**src/rtl/mem_access_stage_pkg.sv**
```systemverilog
`default_nettype none
// ============================================================================
//  Module      : mem_stage_pkg
//  Description : Shared FSM encoding, byte-enable constants and lane helper
//                for the MEM pipeline stage.
//  Revision    : 1.0 - initial release
// ============================================================================
package mem_stage_pkg;

  typedef enum logic [1:0] {
    S_IDLE = 2'd0,
    S_REQ  = 2'd1,
    S_RESP = 2'd2
  } mem_state_t;

  localparam logic [3:0] BE_WORD  = 4'hF;
  localparam logic [3:0] BE_BYTE0 = 4'h1;

  function automatic logic [3:0] byte_enable(input logic byte_access, input logic [1:0] lane);
    return byte_access ? (BE_BYTE0 << lane) : BE_WORD;
  endfunction

endpackage
`default_nettype wire

```
**src/rtl/mem_access_stage_if.sv**
```systemverilog
`default_nettype none
// ============================================================================
//  Module      : mem_access_stage_if
//  Description : Valid/ready data-memory port between the MEM stage (master)
//                and the data memory (slave).
//  Revision    : 1.0 - initial release
// ============================================================================
interface mem_access_stage_if #(
  parameter int ADDR_WIDTH = 32,
  parameter int DATA_WIDTH = 32
) ();

  logic                      mem_req;
  logic                      mem_ready;
  logic                      mem_wr;
  logic [ADDR_WIDTH-1:0]     mem_addr;
  logic [DATA_WIDTH-1:0]     mem_wdata;
  logic [DATA_WIDTH/8-1:0]   mem_be;
  logic                      mem_rvalid;
  logic [DATA_WIDTH-1:0]     mem_rdata;

  modport master (
    output mem_req, mem_wr, mem_addr, mem_wdata, mem_be,
    input  mem_ready, mem_rvalid, mem_rdata
  );

  modport slave (
    input  mem_req, mem_wr, mem_addr, mem_wdata, mem_be,
    output mem_ready, mem_rvalid, mem_rdata
  );

endinterface
`default_nettype wire

```
**src/rtl/mem_access_stage_load_align.sv**
```systemverilog
`default_nettype none
// ============================================================================
//  Module      : load_align
//  Description : Little-endian load alignment; byte loads are zero-extended.
//  Revision    : 1.0 - initial release
// ============================================================================
module load_align (
  input  logic [31:0] rdata,
  input  logic [1:0]  addr,
  input  logic        byte_access,
  output logic [31:0] aligned
);

  logic [7:0] w_lane;

  always_comb begin
    w_lane = 8'h00;
    case (addr)
      2'd0:    w_lane = rdata[7:0];
      2'd1:    w_lane = rdata[15:8];
      2'd2:    w_lane = rdata[23:16];
      default: w_lane = rdata[31:24];
    endcase
  end

  assign aligned = byte_access ? {24'h000000, w_lane} : rdata;

endmodule
`default_nettype wire

```
**src/rtl/mem_access_stage.sv**
```systemverilog
`default_nettype none
// ============================================================================
//  Module      : mem_access_stage
//  Description : MEM pipeline stage: issues loads/stores on a valid/ready
//                memory port, stalls upstream while busy, drives MEM/WB.
//  Revision    : 1.0 - initial release
// ============================================================================
module mem_access_stage
  import mem_stage_pkg::*;
#(
  parameter int DATA_WIDTH     = 32,
  parameter int ADDR_WIDTH     = 32,
  parameter int REG_ADDR_WIDTH = 4
) (
  input  logic                      clk,
  input  logic                      reset_n,

  input  logic                      ex_valid_in,
  input  logic                      reg_write_enable_in,
  input  logic                      mem_write_enable_in,
  input  logic                      mem_to_reg_select_in,
  input  logic                      byte_access_in,
  input  logic [DATA_WIDTH-1:0]     alu_result_in,
  input  logic [DATA_WIDTH-1:0]     store_data_in,
  input  logic [REG_ADDR_WIDTH-1:0] rd_in,

  output logic                      stall_out,

  mem_access_stage_if.master        mem,

  output logic                      wb_reg_write_enable,
  output logic                      wb_mem_to_reg_select,
  output logic [DATA_WIDTH-1:0]     wb_alu_result,
  output logic [DATA_WIDTH-1:0]     wb_mem_data,
  output logic [REG_ADDR_WIDTH-1:0] wb_rd,
  output logic                      misalign_err
);

  mem_state_t            r_state;
  logic                  r_byte_access;
  logic [1:0]            r_lane;

  logic                  w_mem_op;
  logic                  w_misaligned;
  logic                  w_start;
  logic                  w_store_done;
  logic                  w_load_done;
  logic                  w_wb_load;
  logic [DATA_WIDTH-1:0] w_aligned;
  logic [DATA_WIDTH-1:0] w_wdata;

  assign w_mem_op     = ex_valid_in & (mem_write_enable_in | mem_to_reg_select_in);
  assign w_misaligned = ~byte_access_in & (alu_result_in[1:0] != 2'b00);
  assign w_start      = (r_state == S_IDLE) & w_mem_op & ~w_misaligned;
  assign w_store_done = (r_state == S_REQ) & mem.mem_ready & mem.mem_wr;
  assign w_load_done  = (r_state == S_RESP) & mem.mem_rvalid;

  // MEM/WB takes real fields only when no transaction is holding the slot;
  // every other cycle (stall or misaligned access) it receives a bubble.
  assign w_wb_load = ((r_state == S_IDLE) & ~w_mem_op) | w_store_done | w_load_done;

  assign stall_out = w_start
                   | (r_state == S_REQ)
                   | ((r_state == S_RESP) & ~mem.mem_rvalid);

  assign w_wdata = byte_access_in ? {4{store_data_in[7:0]}} : store_data_in;

  load_align u_load_align (
    .rdata       (mem.mem_rdata),
    .addr        (r_lane),
    .byte_access (r_byte_access),
    .aligned     (w_aligned)
  );

  always_ff @(posedge clk or negedge reset_n) begin
    if (!reset_n) begin
      r_state              <= S_IDLE;
      r_byte_access        <= 1'b0;
      r_lane               <= 2'b00;
      mem.mem_req          <= 1'b0;
      mem.mem_wr           <= 1'b0;
      mem.mem_addr         <= '0;
      mem.mem_wdata        <= '0;
      mem.mem_be           <= '0;
      wb_reg_write_enable  <= 1'b0;
      wb_mem_to_reg_select <= 1'b0;
      wb_alu_result        <= '0;
      wb_mem_data          <= '0;
      wb_rd                <= '0;
      misalign_err         <= 1'b0;
    end else begin
      misalign_err <= (r_state == S_IDLE) & w_mem_op & w_misaligned;

      case (r_state)
        S_IDLE: begin
          if (w_start) begin
            r_state       <= S_REQ;
            r_byte_access <= byte_access_in;
            r_lane        <= alu_result_in[1:0];
            mem.mem_req   <= 1'b1;
            mem.mem_wr    <= mem_write_enable_in;
            mem.mem_addr  <= {alu_result_in[ADDR_WIDTH-1:2], 2'b00};
            mem.mem_wdata <= w_wdata;
            mem.mem_be    <= byte_enable(byte_access_in, alu_result_in[1:0]);
          end
        end
        S_REQ: begin
          if (mem.mem_ready) begin
            mem.mem_req <= 1'b0;
            r_state     <= mem.mem_wr ? S_IDLE : S_RESP;
          end
        end
        S_RESP: begin
          if (mem.mem_rvalid) begin
            r_state <= S_IDLE;
          end
        end
        default: r_state <= S_IDLE;
      endcase

      wb_reg_write_enable  <= w_wb_load & reg_write_enable_in & ex_valid_in;
      wb_mem_to_reg_select <= w_wb_load & mem_to_reg_select_in & ex_valid_in;
      wb_alu_result        <= w_wb_load ? alu_result_in : '0;
      wb_rd                <= w_wb_load ? rd_in : '0;
      wb_mem_data          <= w_load_done ? w_aligned : '0;
    end
  end

endmodule
`default_nettype wire

```
**src/flat_wrapper.sv**
```systemverilog
// flat-port wrapper written by rule: the top's interface ports become plain ports
module mem_access_stage_flat import mem_stage_pkg::*;
#(
  parameter int DATA_WIDTH     = 32,
  parameter int ADDR_WIDTH     = 32,
  parameter int REG_ADDR_WIDTH = 4
)
  (clk, reset_n, ex_valid_in, reg_write_enable_in, mem_write_enable_in, mem_to_reg_select_in, byte_access_in, alu_result_in, store_data_in, rd_in, stall_out, wb_reg_write_enable, wb_mem_to_reg_select, wb_alu_result, wb_mem_data, wb_rd, misalign_err, mem_mem_req, mem_mem_wr, mem_mem_addr, mem_mem_wdata, mem_mem_be, mem_mem_ready, mem_mem_rvalid, mem_mem_rdata);
  mem_access_stage_if #(.ADDR_WIDTH(ADDR_WIDTH), .DATA_WIDTH(DATA_WIDTH)) mem_i ();
  input  logic clk;
  input  logic reset_n;
  input  logic ex_valid_in;
  input  logic reg_write_enable_in;
  input  logic mem_write_enable_in;
  input  logic mem_to_reg_select_in;
  input  logic byte_access_in;
  input  logic [DATA_WIDTH-1:0] alu_result_in;
  input  logic [DATA_WIDTH-1:0] store_data_in;
  input  logic [REG_ADDR_WIDTH-1:0] rd_in;
  output logic stall_out;
  output logic wb_reg_write_enable;
  output logic wb_mem_to_reg_select;
  output logic [DATA_WIDTH-1:0] wb_alu_result;
  output logic [DATA_WIDTH-1:0] wb_mem_data;
  output logic [REG_ADDR_WIDTH-1:0] wb_rd;
  output logic misalign_err;
  output wire logic [$bits(mem_i.mem_req)-1:0] mem_mem_req;
  output wire logic [$bits(mem_i.mem_wr)-1:0] mem_mem_wr;
  output wire logic [$bits(mem_i.mem_addr)-1:0] mem_mem_addr;
  output wire logic [$bits(mem_i.mem_wdata)-1:0] mem_mem_wdata;
  output wire logic [$bits(mem_i.mem_be)-1:0] mem_mem_be;
  input wire logic [$bits(mem_i.mem_ready)-1:0] mem_mem_ready;
  input wire logic [$bits(mem_i.mem_rvalid)-1:0] mem_mem_rvalid;
  input wire logic [$bits(mem_i.mem_rdata)-1:0] mem_mem_rdata;
  assign mem_mem_req = mem_i.mem_req;
  assign mem_mem_wr = mem_i.mem_wr;
  assign mem_mem_addr = mem_i.mem_addr;
  assign mem_mem_wdata = mem_i.mem_wdata;
  assign mem_mem_be = mem_i.mem_be;
  assign mem_i.mem_ready = mem_mem_ready;
  assign mem_i.mem_rvalid = mem_mem_rvalid;
  assign mem_i.mem_rdata = mem_mem_rdata;
  mem_access_stage #(.DATA_WIDTH(DATA_WIDTH), .ADDR_WIDTH(ADDR_WIDTH), .REG_ADDR_WIDTH(REG_ADDR_WIDTH)) u_core (.clk(clk), .reset_n(reset_n), .ex_valid_in(ex_valid_in), .reg_write_enable_in(reg_write_enable_in), .mem_write_enable_in(mem_write_enable_in), .mem_to_reg_select_in(mem_to_reg_select_in), .byte_access_in(byte_access_in), .alu_result_in(alu_result_in), .store_data_in(store_data_in), .rd_in(rd_in), .stall_out(stall_out), .mem(mem_i), .wb_reg_write_enable(wb_reg_write_enable), .wb_mem_to_reg_select(wb_mem_to_reg_select), .wb_alu_result(wb_alu_result), .wb_mem_data(wb_mem_data), .wb_rd(wb_rd), .misalign_err(misalign_err));
endmodule
```
**config.mk**
```make
export PLATFORM = sky130hd
export DESIGN_NAME = mem_access_stage_flat
export DESIGN_NICKNAME = d
export VERILOG_FILES = /design/src/rtl/mem_access_stage_pkg.sv /design/src/rtl/mem_access_stage_if.sv /design/src/rtl/mem_access_stage_load_align.sv /design/src/rtl/mem_access_stage.sv /design/src/flat_wrapper.sv
export SDC_FILE = /design/constraint.sdc
export NUM_CORES = 1
export LEC_CHECK = 0
export BUFFER_PORTS_ARGS = -buffer_cell sky130_fd_sc_hd__buf_4
export CORE_ASPECT_RATIO = 0.8
export CORE_MARGIN = 5
export CORE_UTILIZATION = 52
export DETAILED_ROUTE_END_ITERATION = 8
export GPL_ROUTABILITY_DRIVEN = 0
export MAX_ROUTING_LAYER = met4
export PLACE_DENSITY = 0.86
export SLEW_MARGIN = 5
export SYNTH_ARGS = -nofsm -noshare
export SYNTH_HDL_FRONTEND = slang
export SYNTH_SLANG_ARGS = --single-unit
export TNS_END_PERCENT = 1
```
**constraint.sdc**
```tcl
create_clock -name clk -period 3.1 [get_ports clk]
set_input_delay 0.155 -clock clk [delete_from_list [all_inputs] [get_ports clk]]
set_output_delay 0.155 -clock clk [all_outputs]
set_load 0.05 [all_outputs]
```
==> results of run 1 <==
through the flow:
stage,util,std cells,hold WS (ps)
floorplan,-,463,-141
global placement,0.695,834,358
detailed placement,0.695,834,376
CTS,0.808,933,0.490
global route,0.809,934,2.04
finish,0.809,934,3.50
worst max-delay path by stage:
stage	slack, ps	end
global route	640	stall_out
detailed placement	1060	u_core.wb_mem_data[12]$_DFF_PN0_
global placement	1150	u_core.mem.mem_wdata[23]$_DFFE_PN0P_
finish	740	stall_out
floorplan	1520	stall_out
CTS	780	stall_out
per-layer routing:
metal / track usage / vias up / share of wire
met2: 0.477 / 213 / 0.52
met1: 0.327 / 2409 / 0.38
met4: 0.0935 / 0 / 0.020
met3: 0.0790 / 37 / 0.075
met5: - / - / 0
li1: - / 2177 / -
cell usage in the layout, fill, tap and decap left out, types with 11 or more instances in the layout:
master / synthesis / routed
o21ai_0: 28 / 28
mux2_4: 37 / 37
dlygate4sd3_1: 0 / 70
inv_1: 26 / 26
mux2_2: 34 / 34
nand2b_1: 12 / 12
dfrtp_1: 144 / 144
and2_1: 25 / 25
buf_4: 3 / 253
clkbuf_16: 0 / 17
a21oi_1: 22 / 22
nand3_1: 11 / 11
nand2_1: 14 / 14
a21boi_0: 35 / 35
final cells by class:
| cell class | instances | area, um2 |
|---|---|---|
| clock inverter | 10 | 136 |
| tap | 148 | 185 |
| inverter | 26 | 97.6 |
| sequential | 144 | 3600 |
| timing repair buffer | 325 | 2630 |
| multi-input combinational | 261 | 2100 |
| clock buffer | 20 | 457 |
| fill | 628 | 2180 |
logic make-up (layout without fill, tap and decap cells):
family	Yosys count	after routing	synth area share
AO/OA/AOI/OAI	106	106	0.113
flip-flops	144	144	0.604
buffers and inverters	58	381	0.0467
other	1	2	0.000628
AND/OR/NAND/NOR	82	82	0.0788
multiplexers	71	71	0.157
flip-flops by register name, summed over array words and instances (netlist names):
| register | flops |
|---|---|
| u_core.r_state | 2 |
| u_core.mem.mem_be | 4 |
| u_core.wb_mem_to_reg_select | 1 |
| u_core.mem.mem_wdata | 32 |
| u_core.wb_alu_result | 32 |
| u_core.wb_mem_data | 32 |
| u_core.mem.mem_addr | 30 |
| u_core.mem.mem_req | 1 |
| u_core.mem.mem_wr | 1 |
| u_core.r_byte_access | 1 |
| u_core.r_lane | 2 |
| u_core.wb_reg_write_enable | 1 |
| u_core.wb_rd | 4 |
| u_core.misalign_err | 1 |
power breakdown:
part           internal [uW]  leakage (uW)  switching, uW
clock                   1300      0.000284            771
combinational           1360       0.00260           2490
sequential              2370       0.00181            344
timing repair:
item                       4_1_cts  5_1_grt
setup endpoints to repair        0        0
hold buffers                    69        1
hold endpoints to repair       185        1
==> results.sh, run 1 <==
export IMPL_vias=4836
export IMPL_num_rows=35
export IMPL_finalCritPeriodShare=0.761
export IMPL_post_place_ws_ps=1060
export IMPL_stdcell_area_um2=9210
export IMPL_yosys_top_cells_count="dfrtp_1 (144), mux2_4 (37), a21boi_0 (35)"
export IMPL_r2r_start="u_core.r_state[0]$_DFFE_PN0P_"
export IMPL_setup_viol=0
export IMPL_placed_area_um2=7920
export IMPL_setup_tns_ps=0
export IMPL_synth_ff_latch_count=144
export IMPL_vias_per_cell=5.18
export IMPL_end_kind="output pin"
export IMPL_n_antenna_cell=0
export IMPL_worst_path_stages=6
export IMPL_min_delay_worst_endpoint="u_core.mem.mem_addr[9]$_DFFE_PN0P_"
export IMPL_detail_route_wl_per_cell_um=19.7
export IMPL_avgSynthCellArea_um2=12.9
export IMPL_drc=0
export IMPL_cts_tree="done"
export IMPL_path_class="in -> out"
export IMPL_reg2regPathDepth=3
export IMPL_power_uw=8640
export IMPL_critPathMaxFanout=32
export IMPL_clk_pin_slew_ps=60
export IMPL_core_area_um2=11400
export IMPL_r2r_slack_ps=970
export IMPL_worst_slew_pin_transition_ps=1190
export IMPL_cp_slowest_cell="dlygate4sd3_1"
export IMPL_wl_um=18400
export IMPL_cts_resized_gates=0
export IMPL_cap_violations=0
export IMPL_hold_class="in -> reg"
export IMPL_grt_usage=0.283
export IMPL_die_area_um2=13700
export IMPL_p_leak_uw=0.00469
export IMPL_synth_area_leaders="dfrtp_1 (60%), mux2_4 (9.3%), mux2_2 (6.4%), a21boi_0 (4.4%), and2_1 (2.6%)"
export IMPL_rr_endpoint="u_core.wb_mem_data[11]$_DFF_PN0_"
export IMPL_critical_path_top_delay_family="buffers and inverters"
export IMPL_clock_skew_ps=6.00
export IMPL_ys_flop_type="dfrtp_1"
export IMPL_seq_area_frac_synth=0.604
export IMPL_overflow=0
export IMPL_holdPathStages=2
export IMPL_start_util=0.524
export IMPL_fmax_mhz=424
export IMPL_yosysWarnings=0
export IMPL_required_ps=2940
export IMPL_max_slew_margin=0.201
export IMPL_synth_most_common_cell="dfrtp_1"
export IMPL_syn_cell_area_um2=5970
export IMPL_root_buffer="clkbuf_16"
export IMPL_post_cts_buffers=0
export IMPL_clk_path_buf_depth=2
export IMPL_crit_arrival_ps=2210
export IMPL_htree_levels=4
export IMPL_min_from="alu_result_in[9]"
export IMPL_final_antenna_net_count=0
export IMPL_power_per_cell_area_nw_per_um2=938
export IMPL_die_x_um=130
export IMPL_crit_path_start_kind="input port"
export IMPL_hold_viol_final=0
export IMPL_postSynthCellCount=462
export IMPL_status="completed"
export IMPL_synth_edff_count=0
export IMPL_worstSetupStartpoint="mem_to_reg_select_in"
export IMPL_grt_pass1_wl_um=29200
export IMPL_peakVddDrop_v=0.000566
export IMPL_antenna_found_initial=0
export IMPL_grt_max_degree=117
export IMPL_first_pass_iters=4
export IMPL_rsz0062_at_grt="no"
export IMPL_synth_top_cell_by_area="dfrtp_1"
export IMPL_synthDistinctLibCells=36
export IMPL_grt_pass1_vias=5486
export IMPL_clkLatencyLatePin_ps=410
export IMPL_async_reset_ff_frac=1.00
export IMPL_crit_buf_inv=3
export IMPL_cts_sinks=144
export IMPL_portBuffers=248
export IMPL_hpwl_um=11800
export IMPL_ios=251
export IMPL_syn_to_final_growth_pct=54.3
export IMPL_yosysTopAreaCellShare=0.604
export IMPL_drtIter0Drc=300
export IMPL_finish_net_count=884
export IMPL_drive_gt1_frac=0.458
export IMPL_worst_slack_ps=740
export IMPL_period_minus_slack_ps=2360
export IMPL_drv_slew=0
export IMPL_critPathMostFrequentCell="buf_4"
export IMPL_die_y_um=106
export IMPL_numCtsBuffers=17
export IMPL_path_cells="dlygate4sd3_1, buf_4, o21a_1, nand3_4, nand3_1, buf_4"
export IMPL_slowest_delay_ps=560
Note: power is estimated with default switching activity, not from simulation.
==> run 2, diff against run 1 <==
CORE_UTILIZATION = 48   (was 52)
PLACE_DENSITY = 0.8   (was 0.86)
clock period = 2.23 ns   (was 3.1 ns; I/O delays follow)
==> run 2 against run 1 <==
  * Worst setup slack worse by 510 ps
  * Routed wire length fell by 3.5%
  * Critical path type unchanged
  * Final cell count grew 1.4%
  * First-iteration DRC count rose by 9.3%
  * Die area is 7.6% higher
==> results.sh, run 2 (synthesis results as in run 1) <==
export IMPL_status="completed"
export IMPL_root_buffer="clkbuf_16"
export IMPL_cap_violations=0
export IMPL_grt_max_degree=84
export IMPL_hold_class="in -> reg"
export IMPL_grt_pass1_vias=5173
export IMPL_grt_usage=0.250
export IMPL_final_cell_mix="buf_4 (254), dfrtp_1 (144), dlygate4sd3_1 (74), mux2_4 (37), a21boi_0 (35)"
export IMPL_grt_pass1_wl_um=27700
export IMPL_setup_tns_ps=0
export IMPL_sw_frac_of_total=0.417
export IMPL_setup_viol=0
export IMPL_clkLatencyLatePin_ps=410
export IMPL_num_rows=36
export IMPL_cts_sinks=144
export IMPL_hpwl_um=11600
export IMPL_period_minus_slack_ps=2000
export IMPL_slowest_delay_ps=560
export IMPL_cts_resized_gates=0
export IMPL_max_slew_margin=0.439
export IMPL_drive_gt1_frac=0.452
export IMPL_htree_levels=4
export IMPL_final_cells=947
export IMPL_crit_buf_inv=3
export IMPL_reg_top3="u_core.mem.mem_wdata (32), u_core.wb_alu_result (32), u_core.wb_mem_data (32)"
export IMPL_post_cts_buffers=0
export IMPL_vias_per_cell=5.09
export IMPL_die_x_um=135
export IMPL_pwr_share_clk=0.233
export IMPL_clk_pin_slew_ps=60
export IMPL_dp_cells=841
export IMPL_start_util=0.491
export IMPL_critical_path_top_delay_family="buffers and inverters"
export IMPL_comb_power_share=0.448
export IMPL_crit_path_start_kind="input port"
export IMPL_peakVddDrop_v=0.000837
export IMPL_critPathMostFrequentCell="buf_4"
export IMPL_path_cells="dlygate4sd3_1, buf_4, o21bai_1, nand3_4, nand3_1, buf_4"
export IMPL_seqPwrFrac=0.319
export IMPL_required_ps=2120
export IMPL_syn_to_final_growth_pct=55.4
export IMPL_drtIter0Drc=328
export IMPL_p_leak_uw=0.00473
export IMPL_ios=251
export IMPL_core_area_um2=12200
export IMPL_internal_power_uw=6920
export IMPL_critPathMaxFanout=17
export IMPL_fmax_mhz=501
export IMPL_overflow=0
export IMPL_final_common_cell="buf_4"
export IMPL_drv_slew=0
export IMPL_die_area_um2=14800
export IMPL_crit_arrival_ps=1890
export IMPL_path_class="in -> out"
export IMPL_numCtsBuffers=17
export IMPL_cp_slowest_cell="dlygate4sd3_1"
export IMPL_final_antenna_net_count=0
export IMPL_first_pass_iters=4
export IMPL_worst_slew_pin_transition_ps=834
export IMPL_antenna_found_initial=1
export IMPL_finish_net_count=891
export IMPL_wl_um=17700
export IMPL_rsz0062_at_grt="no"
export IMPL_cts_tree="done"
export IMPL_drc=0
export IMPL_vias=4822
export IMPL_clock_skew_ps=9.40
export IMPL_fin_util=0.763
export IMPL_p_sw_uw=4950
export IMPL_portBuffers=248
export IMPL_hold_viol_final=0
export IMPL_clk_path_buf_depth=2
export IMPL_die_y_um=110
export IMPL_end_kind="output pin"
export IMPL_detail_route_wl_per_cell_um=18.7
export IMPL_finalCritPeriodShare=0.896
export IMPL_power_per_cell_area_nw_per_um2=1280
[run 2: cell count changes in the layout (fill, tap and decap cells not counted), moves of 2 or more]
cell and delta:
clkbuf_1 +5, dlygate4sd3_1 +4, clkinvlp_4 -3, buf_12 +2
[run 2: metrics by stage]
stage / area [um2] / power, uW / hold WS, ps / setup slack (ps)
CTS: 9280 / 11900 / 7.53 / 208
floorplan: 5970 / 7300 / -184 / 698
detailed placement: 7970 / 9020 / 126 / 474
finish: 9280 / 11900 / 26.4 / 232
global placement: 7970 / 8910 / 118 / 526
global route: 9280 / 12300 / 22.8 / 152
[run 2: power groups by stage]
stage               sequential [uW]  clock (uW)  combinational (uW)
floorplan                      5980           0                1310
global placement               3770           0                5140
detailed placement             3790           0                5220
CTS                            3770        2790                5330
global route                   3860        2920                5540
finish                         3790        2760                5320
[run 2: per-layer routing]
layer / wire (um) / global-route usage / vias up
li1: - / - / 2205
met1: 7010 / 0.290 / 2409
met2: 9040 / 0.418 / 183
met3: 1360 / 0.0787 / 25
met4: 337 / 0.0807 / 0
met5: 0 / - / -
[run 2: final timing paths]
path	start	endpoint	slack, ps	depth (start not counted)
worst min register to register	u_core.mem.mem_addr[14]$_DFFE_PN0P_	u_core.mem.mem_addr[14]$_DFFE_PN0P_	500	1
worst max-delay path	alu_result_in[0]	stall_out	230	6
worst max register to register	u_core.r_state[1]$_DFFE_PN0P_	u_core.mem.mem_addr[23]$_DFFE_PN0P_	470	4
max in group asynchronous	reset_n	u_core.wb_mem_data[17]$_DFF_PN0_	1560	3
min in group asynchronous	reset_n	u_core.wb_alu_result[20]$_DFF_PN0_	260	3
worst min-delay path	alu_result_in[1]	u_core.mem.mem_be[1]$_DFFE_PN0P_	30	2
[run 2: worst register-to-register path, stage by stage, from the launching register on]
cell and delay (ps):
dfrtp_1 510, nor2_1 130, nand3_4 250, buf_4 360
mux2_2 390
[run 2: layout make-up]
type                       count  area, um2
fill                         733       2880
clock inverter                 5       78.8
antenna                        1       2.50
timing repair buffer         332       2720
multi-input combinational    261       2100
tap                          152        190
clock buffer                  26        489
sequential                   144       3600
inverter                      26       97.6
[run 2: repair_timing]
item	CTS	global route
endpoints found under the setup margin	0	0
hold buffers	74	0
hold endpoints to repair	246	0
